**config.mk**
```make
export PLATFORM = sky130hd
export DESIGN_NAME = iob_counter_ud_mod
export DESIGN_NICKNAME = d
export VERILOG_FILES = /design/src/rtl/iob_counter_ud_mod.sv
export SDC_FILE = /design/constraint.sdc
export NUM_CORES = 1
export LEC_CHECK = 0
export ABC_AREA = 1
export ABC_CLOCK_PERIOD_IN_PS = 7500
export BUFFER_PORTS_ARGS = -buffer_cell sky130_fd_sc_hd__buf_2
export CAP_MARGIN = 20
export CELL_PAD_IN_SITES_DETAIL_PLACEMENT = 0
export CELL_PAD_IN_SITES_GLOBAL_PLACEMENT = 1
export CORE_ASPECT_RATIO = 0.7
export CORE_UTILIZATION = 46
export CTS_CLUSTER_DIAMETER = 60
export DETAILED_ROUTE_END_ITERATION = 7
export PLACE_DENSITY_LB_ADDON = 0.12
export SKIP_CTS_REPAIR_TIMING = 1
export SLEW_MARGIN = 20
export SYNTH_ARGS = -nofsm -noshare
export SYNTH_HDL_FRONTEND = slang
export SYNTH_SLANG_ARGS = --single-unit
```
**constraint.sdc**
```tcl
create_clock -name clk_i -period 7.5 [get_ports clk_i]
set_input_delay 0.375 -clock clk_i [delete_from_list [all_inputs] [get_ports clk_i]]
set_output_delay 0.375 -clock clk_i [all_outputs]
set_load 0.005 [all_outputs]
```
**src/rtl/iob_counter_ud_mod.sv**
```systemverilog
// iob_counter_ud_mod
// Up/down modulo counter with runtime step, inclusive upper limit, synchronous
// load and wrap/saturate boundary handling. tc_o pulses for one cycle, in step
// with data_o, whenever a step crosses a bound and is wrapped or clamped.
module iob_counter_ud_mod #(
  parameter int                 DATA_W  = 21,
  parameter logic [DATA_W-1:0]  RST_VAL = {DATA_W{1'b0}}
) (
  input  logic              clk_i,
  input  logic              cke_i,
  input  logic              rst_i,
  input  logic              en_i,
  input  logic              up_i,
  input  logic              ld_i,
  input  logic [DATA_W-1:0] ld_val_i,
  input  logic [DATA_W-1:0] step_i,
  input  logic [DATA_W-1:0] max_i,
  input  logic              sat_i,
  output logic [DATA_W-1:0] data_o,
  output logic              tc_o
);

  // What the counter does on an enabled (cke_i=1, no reset) edge.
  typedef enum logic [1:0] {
    ACT_HOLD = 2'd0,
    ACT_LOAD = 2'd1,
    ACT_STEP = 2'd2
  } act_t;

  // One extra bit so max_i+1 keeps its carry when max_i is all ones and so
  // data_o+step_i never truncates before the overflow compare.
  localparam int EXT_W = DATA_W + 1;

  logic [EXT_W-1:0] cur_ext;
  logic [EXT_W-1:0] step_ext;
  logic [EXT_W-1:0] max_ext;
  logic [EXT_W-1:0] mod_ext;
  logic [EXT_W-1:0] up_sum;
  logic [EXT_W-1:0] up_wrap;
  logic [EXT_W-1:0] dn_diff;
  logic [EXT_W-1:0] dn_wrap;
  logic             up_ovf;
  logic             dn_unf;

  act_t             act;
  logic [DATA_W-1:0] data_nxt;
  logic              tc_nxt;

  // Zero-extended operands and every candidate result; all are plain
  // arithmetic on known inputs, so out-of-range cases yield defined bits.
  assign cur_ext  = {1'b0, data_o};
  assign step_ext = {1'b0, step_i};
  assign max_ext  = {1'b0, max_i};
  assign mod_ext  = max_ext + {{DATA_W{1'b0}}, 1'b1};

  assign up_sum   = cur_ext + step_ext;
  assign up_ovf   = (up_sum > max_ext);
  assign up_wrap  = up_sum - mod_ext;

  assign dn_unf   = (step_ext > cur_ext);
  assign dn_diff  = cur_ext - step_ext;
  assign dn_wrap  = cur_ext + mod_ext - step_ext;

  // Priority decode of the per-edge action: load beats count beats hold.
  always_comb begin
    act = ACT_HOLD;
    if (ld_i) begin
      act = ACT_LOAD;
    end else if (en_i) begin
      act = ACT_STEP;
    end
  end

  // Next count and terminal-count value for the decoded action.
  always_comb begin
    // NOTE: every output of this block gets a default before any branch, so
    // no path leaves it unassigned and no latch is inferred.
    data_nxt = data_o;
    tc_nxt   = 1'b0;
    unique case (act)
      ACT_LOAD: begin
        data_nxt = ld_val_i;
      end
      ACT_STEP: begin
        if (up_i) begin
          if (up_ovf) begin
            tc_nxt   = 1'b1;
            data_nxt = sat_i ? max_i : up_wrap[DATA_W-1:0];
          end else begin
            data_nxt = up_sum[DATA_W-1:0];
          end
        end else begin
          if (dn_unf) begin
            tc_nxt   = 1'b1;
            data_nxt = sat_i ? {DATA_W{1'b0}} : dn_wrap[DATA_W-1:0];
          end else begin
            data_nxt = dn_diff[DATA_W-1:0];
          end
        end
      end
      default: begin
        data_nxt = data_o;
      end
    endcase
  end

  // State register: reset wins over clock enable; cke_i=0 freezes both outputs.
  always_ff @(posedge clk_i) begin
    // NOTE: sequential state uses non-blocking assignments so every register
    // samples pre-edge values regardless of block ordering.
    if (rst_i) begin
      data_o <= RST_VAL;
      tc_o   <= 1'b0;
    end else if (cke_i) begin
      data_o <= data_nxt;
      tc_o   <= tc_nxt;
    end
  end

endmodule
```
# Yosys cells after proc, flatten, opt, wreduce, memory -nomap -nowiden
# Index checks and enable logic that the tools add are counted.
dict set report totals {
  output_inout_bits 22
  in_bits 70
  wordCells 26
  register_bits 22
}
dict set report classes {
  reduce_logical 2
  eq_ne 2
  addsub 6
  order_cmp 2
  muxes 12
}
# operator n
set ops {}
lappend ops {{21-bit 2-to-1 mux} 5}
lappend ops {{21-bit subtractor} 3}
lappend ops {{21-bit case mux with 2 select lines} 1}
lappend ops {{21-bit by 21-bit adder with 22-bit output} 1}
lappend ops {{22-bit by 21-bit > comparator with 1-bit output} 1}
lappend ops {{21-bit by 1-bit adder with 21-bit output (second input constant)} 1}
lappend ops {{21-bit adder} 1}
lappend ops {{21-bit > comparator} 1}
lappend ops {{1-bit 2-to-1 mux} 4}
lappend ops {{2-bit 2-to-1 mux} 2}
lappend ops {{2-bit by 1-bit == test with 1-bit output (second input constant)} 1}
lappend ops {{2-bit == test (second input constant)} 1}
lappend ops {{2-bit AND reduction} 1}
lappend ops {{2-bit nonzero test} 1}

# Depth between registers and ports, before layout
dict set report logic_depth {
  word_depth 7
  depth_mapped 36
  ltp_nobuf 35
}

# Least setup slack after synthesis
# Ideal clock, no wire load.
dict set report synth_path {
  path_type {in2reg}
  startpoint {input port max_i[1]}
  endpoint {register data_o[18]}
  t_arrival_ps 3582
  cell_stages 25
  path_buffers 0
  required_ps 7368
  slack_ps 3786
  path_cell_list {inv_1 -> nor3_2 -> nand2_1 -> nor2_1 -> nand3_1 -> nor3_1 -> nand4_1 -> nor3_1 -> nand2_1 -> xor2_1 -> inv_1 -> fa_1 -> inv_1 -> ha_1 -> nand2_1 -> nor4_1 -> nand4_1 -> nand3_1 -> nand2_1 -> nand3_1 -> nand2_1 -> nand3_1 -> nand3_1 -> nand2_1 -> a21oi_1}
}
dict set report synth_via {
  elab_chain_cells 7
}
# element line_no
set synth_lines {}
lappend synth_lines {{start: declaration} 17} ;# input logic [DATA_W-1:0] max_i,
lappend synth_lines {{21-bit by 1-bit adder with 21-bit output} 54} ;# assign mod_ext = max_ext + {{DATA_W{1'b0}}, 1'b1};
lappend synth_lines {{21-bit adder} 62} ;# assign dn_wrap = cur_ext + mod_ext - step_ext;
lappend synth_lines {{21-bit subtractor} 62}
lappend synth_lines {{21-bit 2-to-1 mux} 95} ;# data_nxt = sat_i ? {DATA_W{1'b0}} : dn_wrap[DATA_W-1:0];
lappend synth_lines {{21-bit 2-to-1 mux} 93} ;# if (dn_unf) begin
lappend synth_lines {{21-bit 2-to-1 mux (*)} 85} ;# if (up_i) begin
lappend synth_lines {{21-bit case mux with 2 select lines (*)} 80} ;# unique case (act)
lappend synth_lines {{end signal: assignment} 115} ;# data_o <= data_nxt;
lappend synth_lines {{end: declaration} 19} ;# output logic [DATA_W-1:0] data_o,
# Every way passes the cells marked *; elsewhere a longest branch is shown, timed or not.
# A chain may end at the register's enable or synchronous reset.

# Worst setup path in the final report
dict set report layout_path {
  startpoint {register data_o[0]}
  endpoint {register data_o[10]}
}
dict set report layout_via {
  elab_chain_cells 6
}
# element line_no
set layout_lines {}
lappend layout_lines {{21-bit adder or 21-bit by 21-bit adder with 22-bit output (tied branches)} {62, 56}}
lappend layout_lines {{21-bit subtractor (on tied branches)} {62, 58}}
lappend layout_lines {{21-bit 2-to-1 mux (on tied branches)} {95, 88}}
lappend layout_lines {{21-bit 2-to-1 mux (on tied branches)} {93, 86}}
lappend layout_lines {{21-bit 2-to-1 mux (*)} 85}
lappend layout_lines {{21-bit case mux with 2 select lines (*)} 80}
# Marked as above.

==> key figures <==
Outcome
  – Status: finished clean

STA
  – Final Cycle Share: 0.755
  – Final setup violation count: 0
  – Slew HR: 0.394
  – Slew @ Worst Pin: 0.907 ns
  – Final worst slack: 1.84 ns
  – RSZ-0062 raised after global routing: false
  – Max Clock Freq: 177 MHz
  – Max-slew violations: 0
  – Clock skew: 0.00577 ns
  – Post-route setup TNS: 0 ns
  – Final hold vios: 0
  – Minimum clock period: 5.66 ns

Worst setup path
  – Setup slack, reg-to-reg: 1.84 ns
  – Setup CP Type: flop to flop
  – CP dominant cell by count: nand2_1
  – Worst-path maximum fanout: 22
  – Crit-path slowest cell: nand2_2
  – Reg-to-reg endpoint: data_o[10]
  – Worst Path Required: 7.63 ns
  – Reg2Reg Launch Point: data_o[0]
  – Critical path's largest stage delay: 0.65 ns
  – WP data arrival: 5.79 ns
  – Critical Path Start Type: flop
  – Crit. End Element: flop
  – R2R cell count: 28

Yosys
  – Top-count cell post-synth: nand2_1
  – Synth cell types: 46
  – Syn Nets: 1,672
  – Post-synth top area cell: nand2_1
  – Cells after Synth: 1,474
  – Top_reg_cell synth: dfxtp_1
  – Number of synthesized flops with an enable pin: 0
  – Sequential fraction of the synthesis area: 0.0525
  – Mapped cell area: 0.00839 sq mm
  – Largest cells by area after synthesis: nand2_1 (16%), ha_1 (16%), inv_1 (10%)
  – Fraction of registers with async set or reset after synthesis: 0
  – Register bit total from synthesis: 22
  – Synth Warn #: 0
  – Synthesized area per cell: 5.69 sq um
  – Share of the synthesized area in the top cell type: 0.162
  – Synth cell count leaders: nand2_1 (363), inv_1 (229), nand3_1 (160)

Pwr
  – Switching part of the total: 0.589
  – Clock power share: 0.096
  – Leak: 4.92 nW
  – Net Sw Power: 0.820 mW
  – Flop pwr share: 0.100
  – Worst VDD drop: 91.4 uV
  – P_int: 0.572 mW
  – Pwr/cell area: 154 mW/mm^2
  – Comb pwr share: 0.804

Global routing
  – Global-route wire length before repair: 49,500 um
  – Global Route Usage Sum: 0.348
  – Largest net degree at the start of global routing: 43
  – Initial antenna violation count: 0
  – GRT overflow: 0
  – Number of global-route vias before repair: 8,561

Floorplanning
  – Die width: 163 um
  – Die height: 115 um
  – Initial Util: 0.479
  – DIE AREA: 0.0188 sq mm
  – Std-Cell Core Area: 0.0175 sq mm
  – FP Rows: 40
  – Ports: 92

Job
  – MaxCap Viol Count: 0

Clock tree
  – Skew-Pair Late Insertion Delay: 0.27 ns
  – CTS clk-pin slew, worst paths: 0.06 ns
  – Clock Root Buffer: clkbuf_16
  – CTS max path bufs: 2
  – Num CTS Buffers: 3
  – CTS sink count: 22
  – H-tree depth: 1
  – CTS tree: yes

Final layout
  – Final nets: 1,726
  – ANT cells: 0
  – Layout cells sized above 1: 0.0917
  – Fill count: 1,975
  – Area Growth Syn to Fin: 7.62%

Min path
  – Worst min-delay path class: input port to flop
  – Hold Path Sink: tc_o
  – Hold depth: 3
  – Hold Startpoint: cke_i

Route
  – Metal-1 WL: 16,800 um
  – WL met2: 12,600 um
  – Vias per cell: 5.55
  – DR pass1 iterations: 6
  – Antenna Violating Nets Remaining: 0
  – Wire length on met3: 2550 um
  – Via Count: 9,762
  – Iteration-0 DRC Markers: 1,095
  – Drt drc: 0
  – WL/cell: 18.5 um
  – Post-Route WL: 32,400 um
  – Max layer used: met4

Placed design
  – Post-DP HPWL: 27,800 um
  – Gp weighted congestion: 0.946
  – Pre-CTS setup slack: 1.98 ns
  – Port-buffer cells: 91
critical path, delay by kind of cell (launching register included):
family	cells	cell delay (ns)
AND/OR/NAND/NOR	19	2.70
adder cells (fa/ha/maj)	3	1.06
AO/OA/AOI/OAI	3	0.73
flip-flops	1	0.41
XOR/XNOR	1	0.41
buffers and inverters	2	0.20
layout make-up:
cell class | instances | area, sq um | share of cell area
clock buffer | 4 | 88.8 | 0.00983
inverter | 235 | 882 | 0.0976
multi-input combinational | 1172 | 6840 | 0.757
sequential | 22 | 440 | 0.0488
tap | 231 | 289 | 0.0320
timing repair buffer | 94 | 498 | 0.0551
routing by layer:
| layer | track usage | vias to the layer above |
|---|---|---|
| li1 | - | 4891 |
| met1 | 0.550 | 4427 |
| met2 | 0.492 | 416 |
| met3 | 0.0512 | 28 |
| met4 | 0.0562 | 0 |
| met5 | 0 | - |
cell usage in the layout, fill, tap and decap left out, types with 2 or more instances in the layout:
cell       Yosys  routed
nand4_1       24      24
nor2_1       145     144
buf_4         10       2
a31oi_1        5       5
xor2_1        44      44
xnor2_1        6       6
or2_2          9       9
ha_1         105     105
a21boi_0       2       2
nor3_2         3       3
and2_1         2       2
a21boi_1       2       2
nand3_2        4       4
a21o_1         5       5
o21bai_1      10      10
nor4_1         5       5
buf_2          9      91
nand2_1      363     363
a21oi_1      116     116
nand3b_1       4       4
nand2_2        5       5
o21ai_1       18      17
o22ai_1        2       2
dfxtp_1       22      22
o31ai_1        2       2
nand3_1      160     160
fa_1          23      23
a21oi_2        6       6
o21ai_0       60      60
a211oi_1       4       4
inv_2          5       5
o211ai_1       4       4
clkbuf_16      0       3
o21ai_2        2       3
a21oi_4        2       2
o21a_1         2       2
nor3_1        23      23
inv_1        229     229
stage by stage:
step | hold WS, ns | std cells | area, sq um | util | power (mW)
final | 0.413 | 1758 | 9030 | 0.516 | 1.39
after global routing | 0.443 | 1758 | 9030 | 0.516 | 1.53
after CTS | 0.409 | 1758 | 9030 | 0.516 | 1.37
after detailed placement | 0.476 | 1754 | 8940 | 0.511 | 1.23
after global placement | 0.468 | 1753 | 8920 | 0.509 | 1.23
after floorplan | 0.444 | 1474 | 8390 | - | 0.927
power groups by stage:
stage | combinational [mW] | sequential [mW] | clock (mW)
after global routing | 1.25 | 0.141 | 0.141
after CTS | 1.09 | 0.140 | 0.135
after detailed placement | 1.09 | 0.142 | 0
final | 1.12 | 0.140 | 0.134
after floorplan | 0.788 | 0.138 | 0
after global placement | 1.09 | 0.142 | 0
how the worst max path moves through the flow:
stage | from | to | slack (ns) | cells past startpoint
2_1_floorplan | max_i[1] | data_o[18] | 3.79 | 25
3_3_place_gp | step_i[0] | data_o[13] | 1.96 | 29
3_5_place_dp | step_i[0] | data_o[10] | 1.98 | 29
4_1_cts | data_o[0] | data_o[10] | 2.09 | 28
5_1_grt | data_o[0] | data_o[15] | 1.47 | 28
6_report | data_o[0] | data_o[10] | 1.84 | 28
logic make-up after synthesis:
group	after synthesis	share of synthesized area
AOI/OAI and AO/OA	243	0.162
xor gates and xnor gates	50	0.0522
adders and majority gates	128	0.211
buffers and inverters	280	0.135
DFF	22	0.0525
and+or+nand+nor	751	0.387
sequential cells by signal, indices dropped and copies added, names as in the netlist:
signal / flops
data_o: 21
tc_o: 1
Note: power is estimated with default switching activity, not from simulation.
